==> src/rtl/syscall_sequencer_if.sv <==
// Decoder/memory/console handshake bundle for the syscall sequencer.
// master = surrounding core (decoder, memory, console); slave = the sequencer.
interface syscall_sequencer_if;
  logic        syscall_req;
  logic [31:0] vreg;
  logic [31:0] areg;
  logic        mem_req;
  logic [31:0] mem_addr;
  logic        mem_ack;
  logic [31:0] mem_rdata;
  logic        char_valid;
  logic [7:0]  char_data;
  logic        char_ready;
  logic        stall;
  logic        done;
  logic        err;
  logic        halted;

  modport master (
    output syscall_req, vreg, areg, mem_ack, mem_rdata, char_ready,
    input  mem_req, mem_addr, char_valid, char_data, stall, done, err, halted
  );

  modport slave (
    input  syscall_req, vreg, areg, mem_ack, mem_rdata, char_ready,
    output mem_req, mem_addr, char_valid, char_data, stall, done, err, halted
  );
endinterface

==> src/rtl/syscall_sequencer.sv <==
// MIPS syscall service unit: puts (4), putchar (11), hex print (34), exit (10).
// Optional SYSCALL_TRACE_EN adds simulation-only tracing and $finish after exit.
module syscall_sequencer #(
  parameter int unsigned MAX_LEN = 256
) (
  input  logic                clk,
  input  logic                rst_n,
  syscall_sequencer_if.slave  bus
);
  // counter doubles as nibble index in hex mode, so it must reach 8 too
  localparam int unsigned CNT_MAX = (MAX_LEN > 8) ? MAX_LEN : 8;
  localparam int unsigned CW      = $clog2(CNT_MAX + 1);

  typedef enum logic [2:0] {IDLE, DISPATCH, FETCH, SCAN, EMIT, DONE, HALT} state_t;
  typedef enum logic [1:0] {M_PUTS, M_CHAR, M_HEX} mode_t;

  state_t        state_q;
  mode_t         mode_q;
  logic [31:0]   code_q, arg_q, ptr_q, word_q, mem_addr_q;
  logic [CW-1:0] cnt_q;
  logic [7:0]    char_q;
  logic          mem_req_q, char_valid_q, done_q, err_q, halted_q;
  logic [31:0]   ptr_d;
  logic [7:0]    scan_byte;

  function automatic logic [7:0] hex_char(input logic [3:0] n);
    return (n < 4'd10) ? (8'h30 + {4'h0, n}) : (8'h57 + {4'h0, n});
  endfunction

  assign ptr_d = ptr_q + 32'd1;

  // big-endian: byte offset 0 lives in bits 31:24
  always_comb begin
    scan_byte = word_q[31:24];
    case (ptr_q[1:0])
      2'd1:    scan_byte = word_q[23:16];
      2'd2:    scan_byte = word_q[15:8];
      2'd3:    scan_byte = word_q[7:0];
      default: scan_byte = word_q[31:24];
    endcase
  end

  always_ff @(posedge clk or negedge rst_n) begin
    if (!rst_n) begin
      state_q      <= IDLE;
      mode_q       <= M_PUTS;
      code_q       <= '0;
      arg_q        <= '0;
      ptr_q        <= '0;
      word_q       <= '0;
      mem_addr_q   <= '0;
      cnt_q        <= '0;
      char_q       <= '0;
      mem_req_q    <= 1'b0;
      char_valid_q <= 1'b0;
      done_q       <= 1'b0;
      err_q        <= 1'b0;
      halted_q     <= 1'b0;
    end else begin
      done_q <= 1'b0;
      err_q  <= 1'b0;
      case (state_q)
        IDLE: if (bus.syscall_req) begin
          code_q  <= bus.vreg;
          arg_q   <= bus.areg;
          state_q <= DISPATCH;
        end
        DISPATCH: case (code_q)
          32'd4: begin
            mode_q     <= M_PUTS;
            ptr_q      <= arg_q;
            cnt_q      <= '0;
            mem_req_q  <= 1'b1;
            mem_addr_q <= {arg_q[31:2], 2'b00};
            state_q    <= FETCH;
          end
          32'd11: begin
            mode_q       <= M_CHAR;
            char_q       <= arg_q[7:0];
            char_valid_q <= 1'b1;
            state_q      <= EMIT;
          end
          32'd34: begin
            mode_q       <= M_HEX;
            char_q       <= hex_char(arg_q[31:28]);
            arg_q        <= {arg_q[27:0], 4'h0};
            cnt_q        <= CW'(1);
            char_valid_q <= 1'b1;
            state_q      <= EMIT;
          end
          32'd10: begin
            halted_q <= 1'b1;
            done_q   <= 1'b1;
            state_q  <= HALT;
          end
          default: begin
            done_q  <= 1'b1;
            err_q   <= 1'b1;
            state_q <= DONE;
          end
        endcase
        FETCH: if (bus.mem_ack) begin
          word_q    <= bus.mem_rdata;
          mem_req_q <= 1'b0;
          state_q   <= SCAN;
        end
        SCAN: begin
          if (scan_byte == 8'h00) begin
            done_q  <= 1'b1;
            state_q <= DONE;
          end else if (cnt_q == CW'(MAX_LEN)) begin
            done_q  <= 1'b1;
            err_q   <= 1'b1;
            state_q <= DONE;
          end else begin
            char_q       <= scan_byte;
            char_valid_q <= 1'b1;
            state_q      <= EMIT;
          end
        end
        EMIT: if (bus.char_ready) begin
          char_valid_q <= 1'b0;
          case (mode_q)
            M_PUTS: begin
              ptr_q <= ptr_d;
              cnt_q <= cnt_q + CW'(1);
              // crossing into a new word needs a refetch, including 2^32 wrap
              if (ptr_d[1:0] == 2'b00) begin
                mem_req_q  <= 1'b1;
                mem_addr_q <= {ptr_d[31:2], 2'b00};
                state_q    <= FETCH;
              end else begin
                state_q <= SCAN;
              end
            end
            M_HEX: begin
              if (cnt_q == CW'(8)) begin
                done_q  <= 1'b1;
                state_q <= DONE;
              end else begin
                char_valid_q <= 1'b1;
                char_q       <= hex_char(arg_q[31:28]);
                arg_q        <= {arg_q[27:0], 4'h0};
                cnt_q        <= cnt_q + CW'(1);
              end
            end
            default: begin
              done_q  <= 1'b1;
              state_q <= DONE;
            end
          endcase
        end
        DONE:    state_q <= IDLE;
        HALT:    state_q <= HALT;
        default: state_q <= IDLE;
      endcase
    end
  end

  assign bus.stall      = ((state_q == IDLE) && bus.syscall_req) ||
                          ((state_q != IDLE) && (state_q != DONE));
  assign bus.mem_req    = mem_req_q;
  assign bus.mem_addr   = mem_addr_q;
  assign bus.char_valid = char_valid_q;
  assign bus.char_data  = char_q;
  assign bus.done       = done_q;
  assign bus.err        = err_q;
  assign bus.halted     = halted_q;

`ifdef SYSCALL_TRACE_EN
  always @(posedge clk) begin
    if (rst_n) begin
      if (state_q == IDLE && bus.syscall_req)
        $display("[%0t] syscall code=%0d arg=0x%08h", $time, bus.vreg, bus.areg);
      if (char_valid_q && bus.char_ready)
        $display("[%0t] char 0x%02h", $time, char_q);
      if (done_q)
        $display("[%0t] done err=%0b halted=%0b", $time, err_q, halted_q);
      if (halted_q)
        $finish;
    end
  end
`endif
endmodule
==> src/flat_wrapper.sv <==
// flat-port wrapper written by rule: the top's interface ports become plain ports
module syscall_sequencer_flat 
#(
  parameter int unsigned MAX_LEN = 256
)
  (clk, rst_n, bus_syscall_req, bus_vreg, bus_areg, bus_mem_ack, bus_mem_rdata, bus_char_ready, bus_mem_req, bus_mem_addr, bus_char_valid, bus_char_data, bus_stall, bus_done, bus_err, bus_halted);
  syscall_sequencer_if bus_i ();
  input  logic clk;
  input  logic rst_n;
  input wire logic [$bits(bus_i.syscall_req)-1:0] bus_syscall_req;
  input wire logic [$bits(bus_i.vreg)-1:0] bus_vreg;
  input wire logic [$bits(bus_i.areg)-1:0] bus_areg;
  input wire logic [$bits(bus_i.mem_ack)-1:0] bus_mem_ack;
  input wire logic [$bits(bus_i.mem_rdata)-1:0] bus_mem_rdata;
  input wire logic [$bits(bus_i.char_ready)-1:0] bus_char_ready;
  output wire logic [$bits(bus_i.mem_req)-1:0] bus_mem_req;
  output wire logic [$bits(bus_i.mem_addr)-1:0] bus_mem_addr;
  output wire logic [$bits(bus_i.char_valid)-1:0] bus_char_valid;
  output wire logic [$bits(bus_i.char_data)-1:0] bus_char_data;
  output wire logic [$bits(bus_i.stall)-1:0] bus_stall;
  output wire logic [$bits(bus_i.done)-1:0] bus_done;
  output wire logic [$bits(bus_i.err)-1:0] bus_err;
  output wire logic [$bits(bus_i.halted)-1:0] bus_halted;
  assign bus_i.syscall_req = bus_syscall_req;
  assign bus_i.vreg = bus_vreg;
  assign bus_i.areg = bus_areg;
  assign bus_i.mem_ack = bus_mem_ack;
  assign bus_i.mem_rdata = bus_mem_rdata;
  assign bus_i.char_ready = bus_char_ready;
  assign bus_mem_req = bus_i.mem_req;
  assign bus_mem_addr = bus_i.mem_addr;
  assign bus_char_valid = bus_i.char_valid;
  assign bus_char_data = bus_i.char_data;
  assign bus_stall = bus_i.stall;
  assign bus_done = bus_i.done;
  assign bus_err = bus_i.err;
  assign bus_halted = bus_i.halted;
  syscall_sequencer #(.MAX_LEN(MAX_LEN)) u_core (.clk(clk), .rst_n(rst_n), .bus(bus_i));
endmodule
==> config.mk <==
export PLATFORM = sky130hd
export DESIGN_NAME = syscall_sequencer_flat
export DESIGN_NICKNAME = d
export VERILOG_FILES = /design/src/rtl/syscall_sequencer_if.sv /design/src/rtl/syscall_sequencer.sv /design/src/flat_wrapper.sv
export SDC_FILE = /design/constraint.sdc
export NUM_CORES = 1
export LEC_CHECK = 0
export CAP_MARGIN = 20
export CORE_MARGIN = 10
export CORE_UTILIZATION = 50
export DETAILED_ROUTE_END_ITERATION = 7
export PLACE_DENSITY = 0.85
export SETUP_SLACK_MARGIN = 0.1
export SYNTH_ARGS = -nofsm -noshare
export SYNTH_HDL_FRONTEND = slang
export SYNTH_SLANG_ARGS = --single-unit
==> constraint.sdc <==
create_clock -name clk -period 2.7 [get_ports clk]
set_input_delay 0.81 -clock clk [delete_from_list [all_inputs] [get_ports clk]]
set_output_delay 0.81 -clock clk [all_outputs]
set_load 0.02 [all_outputs]
### Word level (Yosys, flattened, before mapping)

Cells that the tools add are included.

| storage, ports and cells | value |
|---|---|
| bits in latches | 0 |
| memories | 0 |
| ROM bits | 0 |
| register bits | 187 |
| input bits | 101 |
| bits in writable memories | 0 |
| logic and storage cells | 143 |

| operators by class | value |
|---|---|
| add/subtract/negate cells | 4 |
| shift-type cells | 0 |
| reductions and logical operators | 28 |
| muxes and demuxes | 63 |
| order comparisons | 1 |
| divide/modulo/power cells | 0 |
| multipliers | 0 |
| bitwise operators | 0 |
| equal/unequal tests | 33 |

Operators by type and width:

| kind | count |
|---|---|
| $mux 32 | 12 |
| $pmux 32 s2 | 2 |
| $pmux 32 s3 | 1 |
| $eq 32x4->1 const B | 2 |
| $pmux 9 s2 | 3 |
| $mux 8 | 6 |
| $pmux 8 s3 | 2 |
| $add 32x1->32 const B | 1 |
| $eq 32x3->1 const B | 1 |
| $eq 32x6->1 const B | 1 |
| $mux 1 | 20 |
| $mux 9 | 2 |
| $pmux 3 s6 | 1 |
| $ne 2x2->1 const B | 8 |
| $pmux 8 s2 | 1 |
| $mux 3 | 5 |
| $reduce_and 5->1 | 3 |
| $reduce_bool 3->1 | 5 |
| $reduce_and 6->1 | 2 |
| $add 9x1->9 const B | 1 |
| $eq 9x4->1 const B | 1 |
| $eq 9x9->1 const B | 1 |
| $pmux 1 s3 | 3 |
| $pmux 3 s3 | 1 |
| other kinds (27) | 44 |

### Logic depth before layout (Yosys ltp)

Gate-level depths: netlist (run 1).

| depth | value |
|---|---|
| depth in word-level cells | 6 |
| gate-level depth with buffers | 10 |
| gate-level depth less buffers | 8 |

### Least setup slack after synthesis (run 1)

No wires, ideal clock.

| timing path | value |
|---|---|
| path kind | reg2reg |
| from | register u_core.ptr_q[0] |
| to | register u_core.char_q[0], in the netlist u_core.bus.char_data[0] |
| setup time | 0.125 ns |
| setup slack | 0.237 ns |
| data required time | 2.575 ns |
| arrival | 2.338 ns |
| period minus slack after synthesis | 2.463 ns |
| stages on the path, launching flop included | 10 |
| cells stage by stage | dfrtp_1 inv_1 ha_1 buf_2 nor2b_1 a21oi_1 nor4_1 and3_2 a2111oi_4 mux2_2 |

| between the ends | value |
|---|---|
| cells in the longest elaborated chain, start to end | 5 |
| elaborated cells between the ends (all ways) | 10 |
| those cells by class | eq/ne: 4; mux: 4; reduce/logical: 2 |

RTL lines:

| what | line | text |
|---|---|---|
| start: declaration | syscall_sequencer.sv:19 | `logic [31:0] code_q, arg_q, ptr_q, word_q, mem_addr_q;` |
| start signal: assignment | syscall_sequencer.sv:71 | `ptr_q <= arg_q;` |
| start signal: assignment | syscall_sequencer.sv:125 | `ptr_q <= ptr_d;` |
| $eq 2x2->1 or $eq 2x1->1 (tied branches) | syscall_sequencer.sv:35 | `case (ptr_q[1:0])` |
| $pmux 8 s3 * | syscall_sequencer.sv:35 |  |
| $logic_not 8->1 or $mux 8 (tied branches) | syscall_sequencer.sv:108, syscall_sequencer.sv:111 |  |
| $ne 2x2->1 (no line) or $mux 8 (tied branches) | n/a |  |
| $reduce_and 7->1 (no line) or $pmux 8 s3 (tied branches) | n/a |  |
| end signal: assignment | syscall_sequencer.sv:79 | `char_q <= arg_q[7:0];` |
| end signal: assignment | syscall_sequencer.sv:116 | `char_q <= scan_byte;` |
| end signal: assignment | syscall_sequencer.sv:142 | `char_q <= hex_char(arg_q[31:28]);` |
| end: declaration | syscall_sequencer.sv:21 | `logic [7:0] char_q;` |

Mark *: on every way between the ends. The rest lies on a longest branch, timed or not. The select of a mux whose other input is x is not followed.
A chain may end at the register's enable or synchronous reset.

### Worst setup path in the final report (run 1)

| timing path | value |
|---|---|
| from | register u_core.ptr_q[1] |
| to | register u_core.char_q[7], in the netlist u_core.bus.char_data[7] |

The elaborated chain is that of the path after synthesis.

==> results.env, run 1 <==
FLOORPLAN.INITIALDENSITY_PCT=50.8
FILLCELLCOUNT=1367
SYNTH_MUX_AREA_SHARE_PCT=12.8
FINAL_MAX_SLEW_VIOL_COUNT=0
CTS_TREE='built'
POST_DRT_VIA_CELL_RATIO=5.96
FINAL-INSTANCE-COUNT-EXCL-FILL=1367
SYNTH_COMMON_CELLS='185 x sky130_fd_sc_hd__dfrtp_1, 113 x sky130_fd_sc_hd__nor2_1, 79 x sky130_fd_sc_hd__mux2_2'
ROUTED_WL_UM=26500
MAX_SLEW_MARGIN_PCT=66.4
CP_DATA_ARRIVAL_TIME_PS=2910
CRIT_FANOUT=9
POST-SYNTH-TOP-AREA-FRACTION_PCT=48.9
YOSYS.AREA_SHARE.ADDER_PCT=1.06
SEQ_AREA_FRAC_SYNTH_PCT=48.9
WIRE_PER_INST_UM=19.4
POWER_LEAKAGE_nW=5.11
COMPLEX_GATE_FRACTION_OF_THE_SYNTHESIZED_AREA_PCT=15.5
UNREPAIRED_SETUP_ENDPOINTS_AFTER_GLOBAL_ROUTING='no'
CTS.ROOT.BUFFER_CELL='sky130_fd_sc_hd__clkbuf_16'
PLACEDCELLCOUNT=1332
MAX-CLOCK-PATH-BUFFERS=2
DRV.MAX_CAP_VIOLATION_COUNT=0
DRT_DRC_VIOLATIONS_LEFT=0
VDD.IR_DROP.WORST_uV=719
CTS.HTREE.LEVELS=4
HOLD_PATH.CLASS='in2async'
FINAL-SEQ-AREA_SQ_UM=4630
ROUTE.VIAS.TOTAL=8146
AVGSYNTHCELLAREA_SQ_UM=9.85
CRITPATHBUFINV=2
GRT_FIRST_PASS_WIRELENGTH_UM=41400
FIRST_GLOBAL_VIAS=8200
GLOBALROUTEOVERFLOWTOTAL=0
ROUTE.ANTENNA.REMAINING_NETS=0
YOSYS.CELL_TYPES.COUNT=66
SYNTHSIMPLEGATEAREAFRAC_PCT=15.7
NUM_ROWS=50
SYNTH.MOST_COMMON_CELL='sky130_fd_sc_hd__dfrtp_1'
MULTIINPUTGATEAREA_SQ_UM=4600
CLKSLEWWORSTSETUPHOLDPATHS_PS=70
FP.DIEH_UM=158
REPORT.POWER.TOTAL_mW=15.3
POST_SYNTH_INSTANCE_AREA_SQ_UM=9470
FINISH.UTILIZATION_PCT=65.2
SYNTHDOMINANTAREACELLTYPE='sky130_fd_sc_hd__dfrtp_1'
CRIT_PATH_CELL_TRACE='buf_4, ha_2, a21oi_1, a21oi_2, nor4_2, and3_2, a2111oi_4, buf_4, mux2_2'
CTS.HOLD.BUFFERS_ADDED=0
DRTPASS1ITERATIONS=5
DRIVE_GT1_SHARE_PCT=18.5
TIMING.CLOCK.SKEW_PS=9.72
DIE_W_UM=158
CLOCK_SINK_COUNT=185
ANTENNA_CELLS=0
SYNTH.FF_LATCH_COUNT=185
TIMING.FMAX_MHz=385
FINALHOLDWORSTSLACK_PS=301
ANTENNA_FOUND_INITIAL=0
CORE_AREA_SQ_UM=18600
POWER_PER_CELL_AREA_nW_PER_UM2=1260
DIE-AREA_SQ_UM=24800
FINAL_PERIOD_MINUS_WORST_SETUP_SLACK_PS=2600
GLOBALPLACE.CONGESTION=0.911
IO-PIN-COUNT=147
TIGHTESTPINTRANSITION_PS=504
SYN_TO_FINAL_GROWTH_PCT=28.3
DETAILED_PLACE_HPWL_UM=19000
TIMING_WORST_SETUP_PATH_TYPE='reg2reg'
CP_DATA_REQUIRED_TIME_PS=3010
WORST_PATH_DOMINANT_CELL_FAMILY='compound AO/OA/AOI/OAI gates'
STATUS='finished clean'
CPMOSTUSEDCELL='sky130_fd_sc_hd__buf_4'
FINAL_HOLD_VIOLATION_COUNT=0
SYNTH_TOP_FAMILY_BY_AREA='simple AND/OR/NAND/NOR gates'
PIN_COUNT_OF_THE_BIGGEST_NET_ENTERING_GLOBAL_ROUTING=57
POSTSYNTH.ASYNCRESETSHARE_PCT=100
SYNTHCELLS=961
YOSYS_WARNINGS=0
LAYOUT_NETS=1229
YS_TOP_CELLS_BY_AREA='sky130_fd_sc_hd__dfrtp_1 49%, sky130_fd_sc_hd__mux2_2 9.4%, sky130_fd_sc_hd__nor2_1 4.5%, sky130_fd_sc_hd__a21oi_1 4.1%, sky130_fd_sc_hd__mux2i_1 3.4%'
SYNTH-EDFF-COUNT=0
SYNTH_TOP_FLOP_CELL='sky130_fd_sc_hd__dfrtp_1'
CTS_MADE_BUFFERS=17
FIN_SETUP_TNS_PS=0
POST-ROUTE-PERIOD-UTIL_PCT=96.1
END_KIND='flop'
IO_BUFFERS=144
CRITICAL-PATH-MAX-STAGE-DELAY_PS=360
GRTUSAGETOTAL_PCT=20.9
CRITICAL_PATH.STARTPOINT_TYPE='flop'
DRT-INITIAL-DRC-COUNT=942
POST_SYNTH_XOR_AREA_FRACTION_PCT=2.40
CLOCK_LATENCY_PS=440
CP_SLOWEST_CELL='sky130_fd_sc_hd__dfrtp_1'
REPORT.FINAL.SETUP_VIOL=0
[metrics by stage]
| step | instance area, sq um | worst slack, ps |
|---|---|---|
| global route | 12200 | 63.3 |
| finish | 12200 | 104 |
| CTS | 12100 | 130 |
| detailed placement | 11400 | -347 |
| floorplan | 9470 | 237 |
| global placement | 11400 | -354 |
[worst register-to-register path: cells and delay by family, from the launching register on]
family | cells | cell delay [ps]
AO/OA/AOI/OAI | 3 | 780
adder cells (fa/ha/maj) | 1 | 310
buffers and inverters | 2 | 360
flip-flops | 1 | 360
multiplexers | 1 | 360
AND/OR/NAND/NOR | 2 | 310
[state kept, by name, indices dropped and copies added (netlist names)]
name / cells
u_core.mode_q: 2
u_core.bus.mem_addr: 30
u_core.cnt_q: 9
u_core.bus.halted: 1
u_core.bus.mem_req: 1
u_core.ptr_q: 32
u_core.bus.char_data: 8
u_core.code_q: 32
u_core.bus.err: 1
u_core.arg_q: 32
u_core.word_q: 32
u_core.bus.done: 1
u_core.bus.char_valid: 1
u_core.state_q: 3
[final cells by class]
class / instances / area share (%)
timing repair buffer: 200 / 16.1
clock buffer: 17 / 3.50
sequential: 185 / 38.1
clock inverter: 15 / 1.46
multi-input combinational: 695 / 37.8
inverter: 21 / 0.649
tap: 234 / 2.41
[what timing repair did]
action	CTS	global route
setup endpoints to repair	9	19
gates resized for setup	11	17
pin swaps	1	2
buffers inserted	0	3
[cells in the final DEF, fill, tap and decap left out, drive strengths merged, types with 4 or more instances in the layout]
cell type,instances
a211oi,4
a21o,7
a21oi,77
a22o,4
a22oi,15
a31oi,15
and2,4
and3,7
and4,7
buf,58
clkbuf,17
clkdlybuf4s50,141
dfrtp,185
ha,8
inv,30
mux2,79
mux2i,32
nand2,77
nand3,34
nand4,11
nor2,114
nor2b,11
nor3,17
nor4,16
o21ai,50
o22a,9
o31ai,26
or2,4
or3,5
xnor2,14
xor2,12
[layer usage]
metal / global-route usage (%) / vias up / part of all wire, %
met1: 27.0 / 3919 / 41
met3: 5.43 / 62 / 8.9
met2: 32.8 / 387 / 47
met4: 8.10 / 0 / 2.7
met5: 0 / - / 0
li1: - / 3778 / -
[final timing paths]
check	startpoint	endpoint	slack [ps]	cells past startpoint
min in group clk	u_core.bus.halted	u_core.bus.halted	480	2
max reg2reg	u_core.ptr_q[1]	u_core.bus.char_data[7]	100	9
max in group asynchronous	rst_n	u_core.cnt_q[0]	1700	2
min reg2reg	u_core.bus.halted	u_core.bus.halted	480	2
min	rst_n	u_core.code_q[30]	300	1
max	u_core.ptr_q[1]	u_core.bus.char_data[7]	100	9
[power by group]
group / internal, mW / switching [mW]
Sequential: 4.12 / 1.22
Clock: 1.40 / 1.17
Combinational: 3.46 / 3.95
[cells by family (layout without fill, tap and decap cells)]
group,Yosys count,after routing
AOI/OAI and AO/OA,232,232
xor gates and xnor gates,26,26
adders and majority gates,8,8
buffers and inverters,82,253
DFF,185,185
muxes,111,111
other,1,2
and+or+nand+nor,316,316
Power figures use the tool's default switching activity.
==> inputs of run 2 (changes only) <==
==> constraint.sdc (replaced) <==
create_clock -name clk -period 2.8 [get_ports clk]
set_input_delay 0.84 -clock clk [delete_from_list [all_inputs] [get_ports clk]]
set_output_delay 0.84 -clock clk [all_outputs]
set_load 0.02 [all_outputs]
==> run 2 against run 1 <==
Power is 5.6% lower. Utilization is 0.68 points lower. Setup slack better by 130 ps. Combinational power is 6.8% lower. Via count is 0.70% lower. Largest power group unchanged.
==> results.env, run 2 (same netlist as run 1, synthesis figures left out) <==
CORE_AREA_SQ_UM=18600  # unchanged
DETAILED_PLACE_HPWL_UM=19200  # +1.1%
POWER_PER_CELL_AREA_nW_PER_UM2=1200  # -4.6%
ROUTE.ANTENNA.REMAINING_NETS=0  # unchanged
REPORT.POWER.TOTAL_mW=14.5  # -5.6%
CP_DATA_REQUIRED_TIME_PS=1960  # -1050 ps
DRTPASS1ITERATIONS=5  # unchanged
TIGHTESTPINTRANSITION_PS=590  # +86.9 ps
CLKSLEWWORSTSETUPHOLDPATHS_PS=80  # about the same
GRTUSAGETOTAL_PCT=21.3  # +0.43 points
CRIT_FANOUT=15  # +6
GLOBALROUTEOVERFLOWTOTAL=0  # unchanged
ROUTED_WL_UM=26200  # -1.0%
FP.DIEH_UM=158  # unchanged
ANTENNA_CELLS=0  # unchanged
END_KIND='output pin'
DRV.MAX_CAP_VIOLATION_COUNT=0  # unchanged
FINISH.UTILIZATION_PCT=64.5  # -0.68 points
FIRST_GLOBAL_VIAS=8201  # +0.012%
HIGHEST_COUNT_CELLS_IN_THE_LAYOUT_IGNORING_FILL_AND_TAPS='184 x sky130_fd_sc_hd__dfrtp_1, 141 x sky130_fd_sc_hd__clkdlybuf4s50_1, 113 x sky130_fd_sc_hd__nor2_1, 79 x sky130_fd_sc_hd__mux2_2, 76 x sky130_fd_sc_hd__nand2_1'
TIMING.CLOCK.SKEW_PS=12.4  # +2.67 ps
GRT_FIRST_PASS_WIRELENGTH_UM=42300  # +2.1%
CTS.HTREE.LEVELS=4  # unchanged
IO_BUFFERS=144  # unchanged
GLOBALPLACE.CONGESTION=0.925  # +1.6%
STATUS='finished clean'
FINAL_HOLD_VIOLATION_COUNT=0  # unchanged
FINAL_MAX_SLEW_VIOL_COUNT=0  # unchanged
CTS_TREE='built'
FINAL_PERIOD_MINUS_WORST_SETUP_SLACK_PS=2560
SYN_TO_FINAL_GROWTH_PCT=27.0
CLOCK_LATENCY_PS=450  # about the same
CLOCK_SINK_COUNT=185  # unchanged
HOLD_PATH.CLASS='in2async'
ROUTE.VIAS.TOTAL=8089  # -0.70%
DIE-AREA_SQ_UM=24800  # unchanged
DIE_W_UM=158  # unchanged
COMMONEST_NON_FILL_NON_TAP_CELL_IN_THE_LAYOUT='sky130_fd_sc_hd__dfrtp_1'
FINALHOLDWORSTSLACK_PS=351  # +49.5 ps
LAYOUT_NETS=1216  # -1.1%
VDD.IR_DROP.WORST_uV=670  # -6.8%
TIMING.FMAX_MHz=390
WORST_SLACK_PS=238  # +134 ps
POST_DRT_VIA_CELL_RATIO=5.97  # +0.25%
IO-PIN-COUNT=147  # unchanged
CTS_MADE_BUFFERS=17  # unchanged
CTS_SETUP_BUFFERS=0  # unchanged
FINAL_AREA_SQ_UM=12000  # -1.0%
FILLCELLCOUNT=1422  # +4.0%
MAX_SLEW_MARGIN_PCT=60.6  # -5.8 points
WIRE_PER_INST_UM=19.4  # about the same
NUM_ROWS=50  # unchanged
PLACED_CELL_AREA_SQ_UM=11400  # -0.44%
FLOORPLAN.INITIALDENSITY_PCT=50.8  # unchanged
CTS.ROOT.BUFFER_CELL='sky130_fd_sc_hd__clkbuf_16'
ANTENNA_FOUND_INITIAL=0  # unchanged
MAX-CLOCK-PATH-BUFFERS=2  # unchanged
REPORT.FINAL.SETUP_VIOL=0  # unchanged
PIN_COUNT_OF_THE_BIGGEST_NET_ENTERING_GLOBAL_ROUTING=59  # +3.5%
DRT_DRC_VIOLATIONS_LEFT=0  # unchanged
CRITICAL_PATH.STARTPOINT_TYPE='flop'
DRIVE_GT1_SHARE_PCT=16.7  # -1.8 points
DRT-INITIAL-DRC-COUNT=731  # -22%
PRE_CTS_WS_PS=-329  # +17.7 ps
UNREPAIRED_SETUP_ENDPOINTS_AFTER_GLOBAL_ROUTING='no'
POWER_LEAKAGE_nW=5.05  # -1.3%
TIMING_WORST_SETUP_PATH_TYPE='reg2out'
CP_DATA_ARRIVAL_TIME_PS=1720  # -1190 ps
POST-ROUTE-PERIOD-UTIL_PCT=91.5
run 2: cell count changes in the layout (fill, tap and decap cells not counted), moves of 2 or more:
cell                        before  now
sky130_fd_sc_hd__buf_4          49   34
sky130_fd_sc_hd__clkinv_8        0    2
sky130_fd_sc_hd__a21oi_1        69   73
sky130_fd_sc_hd__nor4_2          4    0
sky130_fd_sc_hd__a21oi_2         8    4
sky130_fd_sc_hd__bufinv_16       2    0
sky130_fd_sc_hd__buf_12          7    9
sky130_fd_sc_hd__inv_8           2    4
sky130_fd_sc_hd__nor4_1         12   16
run 2: path summary, 6_finish.rpt:
kind	startpoint	end	slack (ps)	cells past startpoint
min in group clk	u_core.bus.halted	u_core.bus.halted	480	2
hold / removal	rst_n	u_core.code_q[30]	350	1
setup / recovery	u_core.state_q[2]	bus_stall	240	4
max in group asynchronous	rst_n	u_core.code_q[15]	1760	2
setup reg to reg	u_core.state_q[2]	u_core.bus.char_data[3]	240	7
hold reg to reg	u_core.bus.halted	u_core.bus.halted	480	2
run 2: worst max-delay path, stage by stage, from the launching register on:
cell and delay (ps):
sky130_fd_sc_hd__dfrtp_1 580, sky130_fd_sc_hd__nor3_1 250, sky130_fd_sc_hd__a21oi_1 60, sky130_fd_sc_hd__or2_4 250, sky130_fd_sc_hd__buf_6 130
run 2: metrics by stage:
stage	setup TNS, ps	instances
6_report	0	1354
5_1_grt	0	1354
4_1_cts	0	1354
3_5_place_dp	-329	1322
3_3_place_gp	-326	1322
2_1_floorplan	0	962
run 2: metal layers:
metal	share of wire (%)	GRT usage, %	vias up
met5	0	0	-
met3	9.3	6.46	43
met2	48	33.8	357
met1	40	27.4	3942
li1	-	-	3747
met4	2.4	6.59	0
run 2: power by group:
| group | internal, mW | leakage, nW | switching (mW) |
|---|---|---|---|
| registers | 3.97 | 2.20 | 1.21 |
| logic | 3.24 | 2.56 | 3.66 |
| clock network | 1.19 | 0.283 | 1.18 |
run 2: timing repair:
action                     in CTS  in global routing
setup endpoints to repair       8                  7
resized for setup              12                  8
hold buffers                    0                  0
pin swaps                       1                  0
run 2: layout make-up:
cell class	instances	area (sq um)	share of cell area [%]
clock buffers	17	425	3.54
clock inverters	15	155	1.29
inverters	21	78.8	0.655
multi-input cells	695	4570	38.0
flip-flops and latches	185	4630	38.5
well taps	234	293	2.43
repair buffers	187	1880	15.6
